**config.mk**
```make
export PLATFORM = sky130hd
export DESIGN_NAME = pc_fetch_unit_flat
export DESIGN_NICKNAME = d
export VERILOG_FILES = /design/src/rtl/pc_fetch_unit_if.sv /design/src/rtl/pc_fetch_unit.sv /design/src/flat_wrapper.sv
export SDC_FILE = /design/constraint.sdc
export NUM_CORES = 1
export LEC_CHECK = 0
export CAP_MARGIN = 10
export CORE_ASPECT_RATIO = 2
export CORE_MARGIN = 4
export CORE_UTILIZATION = 35
export CTS_CLUSTER_DIAMETER = 50
export DETAILED_ROUTE_END_ITERATION = 6
export PLACE_DENSITY = 0.69
export SYNTH_ARGS = -nofsm -noshare
export SYNTH_HDL_FRONTEND = slang
export SYNTH_SLANG_ARGS = --single-unit
```
**constraint.sdc**
```tcl
create_clock -name clk -period 2 [get_ports clk]
set_clock_uncertainty 0.2 [all_clocks]
set_input_delay 0.4 -clock clk [delete_from_list [all_inputs] [get_ports clk]]
set_output_delay 0.4 -clock clk [all_outputs]
set_load 0.01 [all_outputs]
```
**src/rtl/pc_fetch_unit_if.sv**
```systemverilog
// ----------------------------------------------------------------------------
// pc_fetch_unit_if
//   Instruction-memory request/response bundle between the fetch sequencer
//   and instruction memory.
//
//   imem_req     fetch side -> memory : request valid
//   imem_addr    fetch side -> memory : word-aligned request address
//   imem_gnt     memory -> fetch side : request accepted this cycle
//   imem_rvalid  memory -> fetch side : response valid (one per grant)
//   imem_rdata   memory -> fetch side : response instruction word
//
//   master : fetch sequencer view
//   slave  : instruction memory view
// ----------------------------------------------------------------------------
interface pc_fetch_unit_if #(
    parameter int XLEN = 32
) ();
    logic            imem_req;
    logic [XLEN-1:0] imem_addr;
    logic            imem_gnt;
    logic            imem_rvalid;
    logic [31:0]     imem_rdata;

    modport master (
        output imem_req,
        output imem_addr,
        input  imem_gnt,
        input  imem_rvalid,
        input  imem_rdata
    );

    modport slave (
        input  imem_req,
        input  imem_addr,
        output imem_gnt,
        output imem_rvalid,
        output imem_rdata
    );
endinterface

```
**src/rtl/pc_fetch_unit.sv**
```systemverilog
// ----------------------------------------------------------------------------
// pc_fetch_unit
//   Instruction-fetch sequencer. Holds the fetch PC, issues one outstanding
//   word request at a time to instruction memory, and presents the fetched
//   instruction to IF/ID with a valid/stall hold. Branch (pc_sel) and jump
//   redirects reload the PC, discard any in-flight response and flush the
//   front end.
//
//   clk                in  : clock, rising edge
//   reset_n            in  : asynchronous active-low reset
//   pc_sel             in  : branch taken, redirect to branch_target
//   branch_target      in  : branch destination
//   jump               in  : jal/jalr, redirect to jump_target
//   jump_target        in  : jump destination
//   stall              in  : decode cannot accept, hold presented instruction
//   imem               if  : instruction-memory req/gnt/rvalid bundle (master)
//   inst_valid         out : inst/inst_pc valid to IF/ID
//   inst               out : fetched instruction
//   inst_pc            out : address of inst
//   flush              out : kill IF/ID and ID/EX (combinational redirect)
//   target_misaligned  out : registered 1-cycle pulse, redirect target [1:0]!=0
//
//   state  | meaning
//   -------+---------------------------------------------------------------
//   S_REQ  | request driven at pc, waiting for grant
//   S_RSP  | request granted, waiting for rvalid (drop_q marks a discard)
//   S_HOLD | instruction presented to IF/ID, held while stall is high
// ----------------------------------------------------------------------------
module pc_fetch_unit #(
    parameter int              XLEN     = 32,
    parameter logic [XLEN-1:0] RESET_PC = '0
) (
    input  logic                  clk,
    input  logic                  reset_n,

    input  logic                  pc_sel,
    input  logic [XLEN-1:0]       branch_target,
    input  logic                  jump,
    input  logic [XLEN-1:0]       jump_target,
    input  logic                  stall,

    pc_fetch_unit_if.master       imem,

    output logic                  inst_valid,
    output logic [31:0]           inst,
    output logic [XLEN-1:0]       inst_pc,
    output logic                  flush,
    output logic                  target_misaligned
);

    typedef enum logic [1:0] {
        S_REQ  = 2'd0,
        S_RSP  = 2'd1,
        S_HOLD = 2'd2
    } state_t;

    localparam logic [31:0]     NOP_INST  = 32'h0000_0013;
    localparam logic [XLEN-1:0] PC_STEP   = XLEN'(4);
    localparam logic [XLEN-1:0] RESET_PCA = {RESET_PC[XLEN-1:2], 2'b00};

    state_t          state_q, state_d;
    logic [XLEN-1:0] pc_q, pc_d;
    logic            drop_q, drop_d;
    logic [31:0]     inst_q, inst_d;
    logic [XLEN-1:0] inst_pc_q, inst_pc_d;
    logic            inst_valid_q, inst_valid_d;
    logic            misaligned_q, misaligned_d;

    logic            redirect;
    logic [XLEN-1:0] target_raw;
    logic [XLEN-1:0] target;
    logic [XLEN-1:0] pc_inc;

    // Branch wins over jump when both fire in the same cycle.
    assign redirect   = pc_sel | jump;
    assign target_raw = pc_sel ? branch_target : jump_target;
    assign target     = {target_raw[XLEN-1:2], 2'b00};
    assign pc_inc     = pc_q + PC_STEP;

    always_ff @(posedge clk or negedge reset_n) begin
        if (!reset_n) begin
            state_q      <= S_REQ;
            pc_q         <= RESET_PCA;
            drop_q       <= 1'b0;
            inst_q       <= NOP_INST;
            inst_pc_q    <= '0;
            inst_valid_q <= 1'b0;
            misaligned_q <= 1'b0;
        end else begin
            state_q      <= state_d;
            pc_q         <= pc_d;
            drop_q       <= drop_d;
            inst_q       <= inst_d;
            inst_pc_q    <= inst_pc_d;
            inst_valid_q <= inst_valid_d;
            misaligned_q <= misaligned_d;
        end
    end

    always_comb begin
        state_d      = state_q;
        pc_d         = pc_q;
        drop_d       = drop_q;
        inst_d       = inst_q;
        inst_pc_d    = inst_pc_q;
        inst_valid_d = inst_valid_q;
        misaligned_d = redirect && (target_raw[1:0] != 2'b00);

        case (state_q)
            S_REQ: begin
                // rvalid here can only be a stale response (e.g. after reset);
                // it is ignored.
                if (imem.imem_gnt) begin
                    state_d = S_RSP;
                    drop_d  = redirect;
                end
                if (redirect) begin
                    pc_d = target;
                end
            end

            S_RSP: begin
                if (imem.imem_rvalid) begin
                    if (drop_q || redirect) begin
                        state_d = S_REQ;
                        drop_d  = 1'b0;
                        if (redirect) begin
                            pc_d = target;
                        end
                    end else begin
                        inst_d       = imem.imem_rdata;
                        inst_pc_d    = pc_q;
                        pc_d         = pc_inc;
                        inst_valid_d = 1'b1;
                        state_d      = S_HOLD;
                    end
                end else if (redirect) begin
                    // Response is still owed by memory; remember to discard it.
                    pc_d   = target;
                    drop_d = 1'b1;
                end
            end

            S_HOLD: begin
                if (redirect) begin
                    inst_valid_d = 1'b0;
                    pc_d         = target;
                    state_d      = S_REQ;
                end else if (!stall) begin
                    inst_valid_d = 1'b0;
                    state_d      = S_REQ;
                end
            end

            default: begin
                state_d      = S_REQ;
                drop_d       = 1'b0;
                inst_valid_d = 1'b0;
            end
        endcase
    end

    assign imem.imem_req     = (state_q == S_REQ);
    assign imem.imem_addr    = pc_q;

    assign inst_valid        = inst_valid_q;
    assign inst              = inst_q;
    assign inst_pc           = inst_pc_q;
    assign flush             = redirect;
    assign target_misaligned = misaligned_q;

endmodule

```
**src/flat_wrapper.sv**
```systemverilog
// flat-port wrapper written by rule: the top's interface ports become plain ports
module pc_fetch_unit_flat 
#(
    parameter int              XLEN     = 32,
    parameter logic [XLEN-1:0] RESET_PC = '0
)
  (clk, reset_n, pc_sel, branch_target, jump, jump_target, stall, inst_valid, inst, inst_pc, flush, target_misaligned, imem_imem_req, imem_imem_addr, imem_imem_gnt, imem_imem_rvalid, imem_imem_rdata);
  pc_fetch_unit_if #(.XLEN(XLEN)) imem_i ();
  input  logic clk;
  input  logic reset_n;
  input  logic pc_sel;
  input  logic [XLEN-1:0] branch_target;
  input  logic jump;
  input  logic [XLEN-1:0] jump_target;
  input  logic stall;
  output logic inst_valid;
  output logic [31:0] inst;
  output logic [XLEN-1:0] inst_pc;
  output logic flush;
  output logic target_misaligned;
  output wire logic [$bits(imem_i.imem_req)-1:0] imem_imem_req;
  output wire logic [$bits(imem_i.imem_addr)-1:0] imem_imem_addr;
  input wire logic [$bits(imem_i.imem_gnt)-1:0] imem_imem_gnt;
  input wire logic [$bits(imem_i.imem_rvalid)-1:0] imem_imem_rvalid;
  input wire logic [$bits(imem_i.imem_rdata)-1:0] imem_imem_rdata;
  assign imem_imem_req = imem_i.imem_req;
  assign imem_imem_addr = imem_i.imem_addr;
  assign imem_i.imem_gnt = imem_imem_gnt;
  assign imem_i.imem_rvalid = imem_imem_rvalid;
  assign imem_i.imem_rdata = imem_imem_rdata;
  pc_fetch_unit #(.XLEN(XLEN), .RESET_PC(RESET_PC)) u_core (.clk(clk), .reset_n(reset_n), .pc_sel(pc_sel), .branch_target(branch_target), .jump(jump), .jump_target(jump_target), .stall(stall), .imem(imem_i), .inst_valid(inst_valid), .inst(inst), .inst_pc(inst_pc), .flush(flush), .target_misaligned(target_misaligned));
endmodule
```
==> insert_results.sql <==
INSERT INTO impl_metrics (metric_group, metric, value, unit) VALUES
('sta', 'grt_setup_unrepaired', 'true', ''),
('flow_run', 'max_cap_violations', '0', ''),
('logic_synthesis', 'mappedNetlistNets', '729', ''),
('floorplanning', 'io-pin-count', '203', ''),
('floorplanning', 'die_height', '181', 'µm'),
('pwr', 'vdd.ir_drop.worst', '0.000504', 'V'),
('worst_setup_path', 'timing.rr.start', 'u_core.imem.imem_addr[3]', ''),
('hold_path', 'min-delay-start', 'u_core.inst[1]', ''),
('cells_and_area', 'design_area', '8590', 'µm²'),
('logic_synthesis', 'synthTopCellsByArea', 'dfrtp_1 (47%), nand2_1 (17%), a21oi_1 (3.5%)', ''),
('worst_setup_path', 'critical_path_required', '1.40', 'ns'),
('grt', 'overflow', '0', ''),
('sta', 'slew_headroom', '58.8', '%'),
('pwr', 'p_per_area', '953', 'nW/µm²'),
('logic_synthesis', 'synth_top_area_share', '47.0', '%'),
('logic_synthesis', 'syn-instance-count', '625', ''),
('place', 'place.detailed.hpwl', '15.3', 'mm'),
('worst_setup_path', 'reg2regPathDepth', '5', ''),
('worst_setup_path', 'critical_path_peak_fanout', '4', ''),
('routing', 'wire_per_inst', '18.2', 'µm'),
('grt', 'grt_pass1_vias', '5896', ''),
('routing', 'via_total_after_detailed_routing', '5663', ''),
('clocking', 'path_clk_slew', '0.07', 'ns'),
('floorplanning', 'die_width', '94.4', 'µm'),
('grt', 'grt_pass1_wl', '31.0', 'mm'),
('sta', 'post-route-period-util', '98.9', '%'),
('cells_and_area', 'synthToLayoutAreaGrowth', '64.4', '%'),
('run_status', 'run_status', 'finished, final reports clean', ''),
('floorplanning', 'fp.coreArea', '14500', 'µm²'),
('worst_setup_path', 'crit-reg2reg-capture', 'u_core.imem.imem_addr[29]', ''),
('logic_synthesis', 'synth_most_common_cell', 'nand2_1', ''),
('sta', 'final.min_clock_period', '1.98', 'ns'),
('logic_synthesis', 'postSynthRegisterBits', '101', ''),
('logic_synthesis', 'synth_sequential_area_ratio', '48.5', '%'),
('routing', 'drt_drc_violations_left', '0', ''),
('worst_setup_path', 'worstSetupEndpointType', 'primary output', ''),
('logic_synthesis', 'syn_area', '5220', 'µm²'),
('pwr', 'power.static_leakage', '0.00401', 'µW'),
('floorplanning', 'floorplan.rows', '62', ''),
('logic_synthesis', 'ys_top_cells_by_count', 'nand2_1 (230), dfrtp_1 (98), a21oi_1 (36)', ''),
('sta', 'final-setup-viol-count', '0', ''),
('hold_path', 'whs_endpoint', 'u_core.inst[1]', ''),
('logic_synthesis', 'ys_types', '60', ''),
('cells_and_area', 'finish.utilization', '59.2', '%'),
('floorplanning', 'design.die.area', '17100', 'µm²'),
('routing', 'postRouteWirelength', '19.9', 'mm'),
('clocking', 'h_tree_depth', '3', ''),
('grt', 'grt.total_usage', '23.4', '%'),
('hold_path', 'worstHoldPathType', 'flop to flop', ''),
('clocking', 'cts_sinks', '101', ''),
('place', 'portBuffers', '202', ''),
('logic_synthesis', 'async_flop_share', '100', '%'),
('sta', 'max_slew.worst_pin.slew', '0.618', 'ns'),
('routing', 'first_pass_drt_iterations', '6', ''),
('floorplanning', 'floorplan.initialDensity', '36.0', '%'),
('place', 'placement.cell_area', '8070', 'µm²'),
('worst_setup_path', 'reg2reg_setup_slack', '0.04', 'ns'),
('logic_synthesis', 'synth_warnings', '0', ''),
('sta', 'report.final.slew_viol_count', '0', ''),
('worst_setup_path', 'crit_path_start_kind', 'flop', ''),
('clocking', 'clock_latency_of_the_later_clocked_register_in_the_worst_skew_pair', '0.35', 'ns'),
('clocking', 'cts-root-to-sink-buffers', '2', ''),
('worst_setup_path', 'critPathLaunch', 'u_core.imem.imem_addr[18]', ''),
('cells_and_area', 'antenna_cells', '0', ''),
('worst_setup_path', 'worst-setup-path-type', 'flop to primary output', ''),
('routing', 'ant_nets', '0', ''),
('clocking', 'cts_tree', 'yes', ''),
('place', 'place_congestion', '0.890', ''),
('logic_synthesis', 'synth_enable_flop_cells', '0', ''),
('clocking', 'clockRootBuffer', 'clkbuf_16', ''),
('clocking', 'cts-buffers-inserted', '9', '');
-- stage by stage --
step           hold WS, ns  instances  total power, µW  worst slack, ns  TNS, ns
2_1_floorplan      -0.0956        625             4340          -0.0669  -0.0964
3_3_place_gp         0.151       1068             6460           -0.475   -20.30
3_5_place_dp         0.152       1068             6560           -0.462   -22.60
4_1_cts              0.264       1088             8260         0.000295        0
5_1_grt              0.278       1090             8660          -0.0400   -0.158
6_report             0.262       1090             8180           0.0229        0
-- state kept, by name, summed over array words and instances, names as in the netlist --
signal,flops
u_core.imem.imem_addr,32
u_core.inst,32
u_core.inst_pc,32
u_core.state_q,2
u_core.drop_q,1
u_core.inst_valid,1
u_core.target_misaligned,1
-- placed cells by master, fill, tap and decap left out, types with 3 or more instances in the layout --
cell and count:
and4_4 3, mux2_2 10, o31ai_1 3, dfrtp_1 87, clkinv_4 4, dfrtp_2 11, nor3_2 3, inv_1 8
a221oi_1 3, o21ai_0 27, a211oi_1 3, o22ai_1 4, dlymetal6s2s_1 13, nor4_2 3, a311oi_1 3, a21oi_1 36
buf_12 6, clkdlybuf4s50_1 167, a22oi_1 3, nand2_2 3, dfstp_2 3, nand2_1 227, dlygate4sd2_1 19, nand3_2 3
nor2b_1 8, nor3_1 7, mux2i_1 13, a22o_1 5, nand3_1 11, nor2_1 32, nand4_1 4, and3_1 6
clkbuf_16 9, o22a_1 5, buf_4 90
-- layout make-up --
class / count / area (µm²)
clock buffer: 9 / 225
timing repair buffer: 300 / 2840
fill: 1331 / 5920
clock inverter: 6 / 57.6
tap: 192 / 240
sequential: 101 / 2540
inverter: 9 / 37.5
multi-input combinational: 473 / 2640
-- cell families (layout without fill, tap and decap cells) --
logic type | after synthesis | in the layout | synth area share, %
AO/OA/AOI/OAI | 120 | 120 | 15.0
adder cells (fa/ha/maj) | 1 | 1 | 0.240
buffers and inverters | 51 | 324 | 4.29
flip-flops | 101 | 101 | 48.5
multiplexers | 23 | 23 | 4.65
AND/OR/NAND/NOR | 329 | 329 | 27.3
-- repair_timing --
action	in CTS	in global routing
endpoints found under the setup margin	30	26
setup buffers	4	2
hold endpoints to repair	21	0
gates resized for setup	33	37
pin swaps	3	12
hold buffers	1	0
-- power by group --
| group | total (µW) | switching [µW] | leakage [µW] | internal (µW) |
|---|---|---|---|---|
| clock network | 1710 | 842 | 0.000139 | 865 |
| logic | 3350 | 1520 | 0.00262 | 1830 |
| registers | 3130 | 384 | 0.00125 | 2740 |
-- routing by layer --
layer	GRT usage [%]	up-vias	part of all wire [%]
li1	-	2674	-
met1	23.9	2734	34
met2	44.7	201	56
met3	3.33	54	4.9
met4	11.3	0	4.5
met5	0	-	0
-- critical path, cell delays in order (launching register included) --
cell	delay, ns
dfrtp_1	0.34
buf_4	0.14
clkdlybuf4s50_1	0.54
-- worst max path at each step --
| stage | endpoint | slack, ns |
|---|---|---|
| 5_1_grt | u_core.imem.imem_addr[7] | -0.04 |
| 3_5_place_dp | u_core.imem.imem_addr[29] | -0.46 |
| 4_1_cts | imem_imem_addr[5] | 0.0003 |
| 3_3_place_gp | u_core.imem.imem_addr[29] | -0.47 |
| 6_report | imem_imem_addr[18] | 0.02 |
| 2_1_floorplan | u_core.imem.imem_addr[31] | -0.07 |
Note: power is estimated with default switching activity, not from simulation.
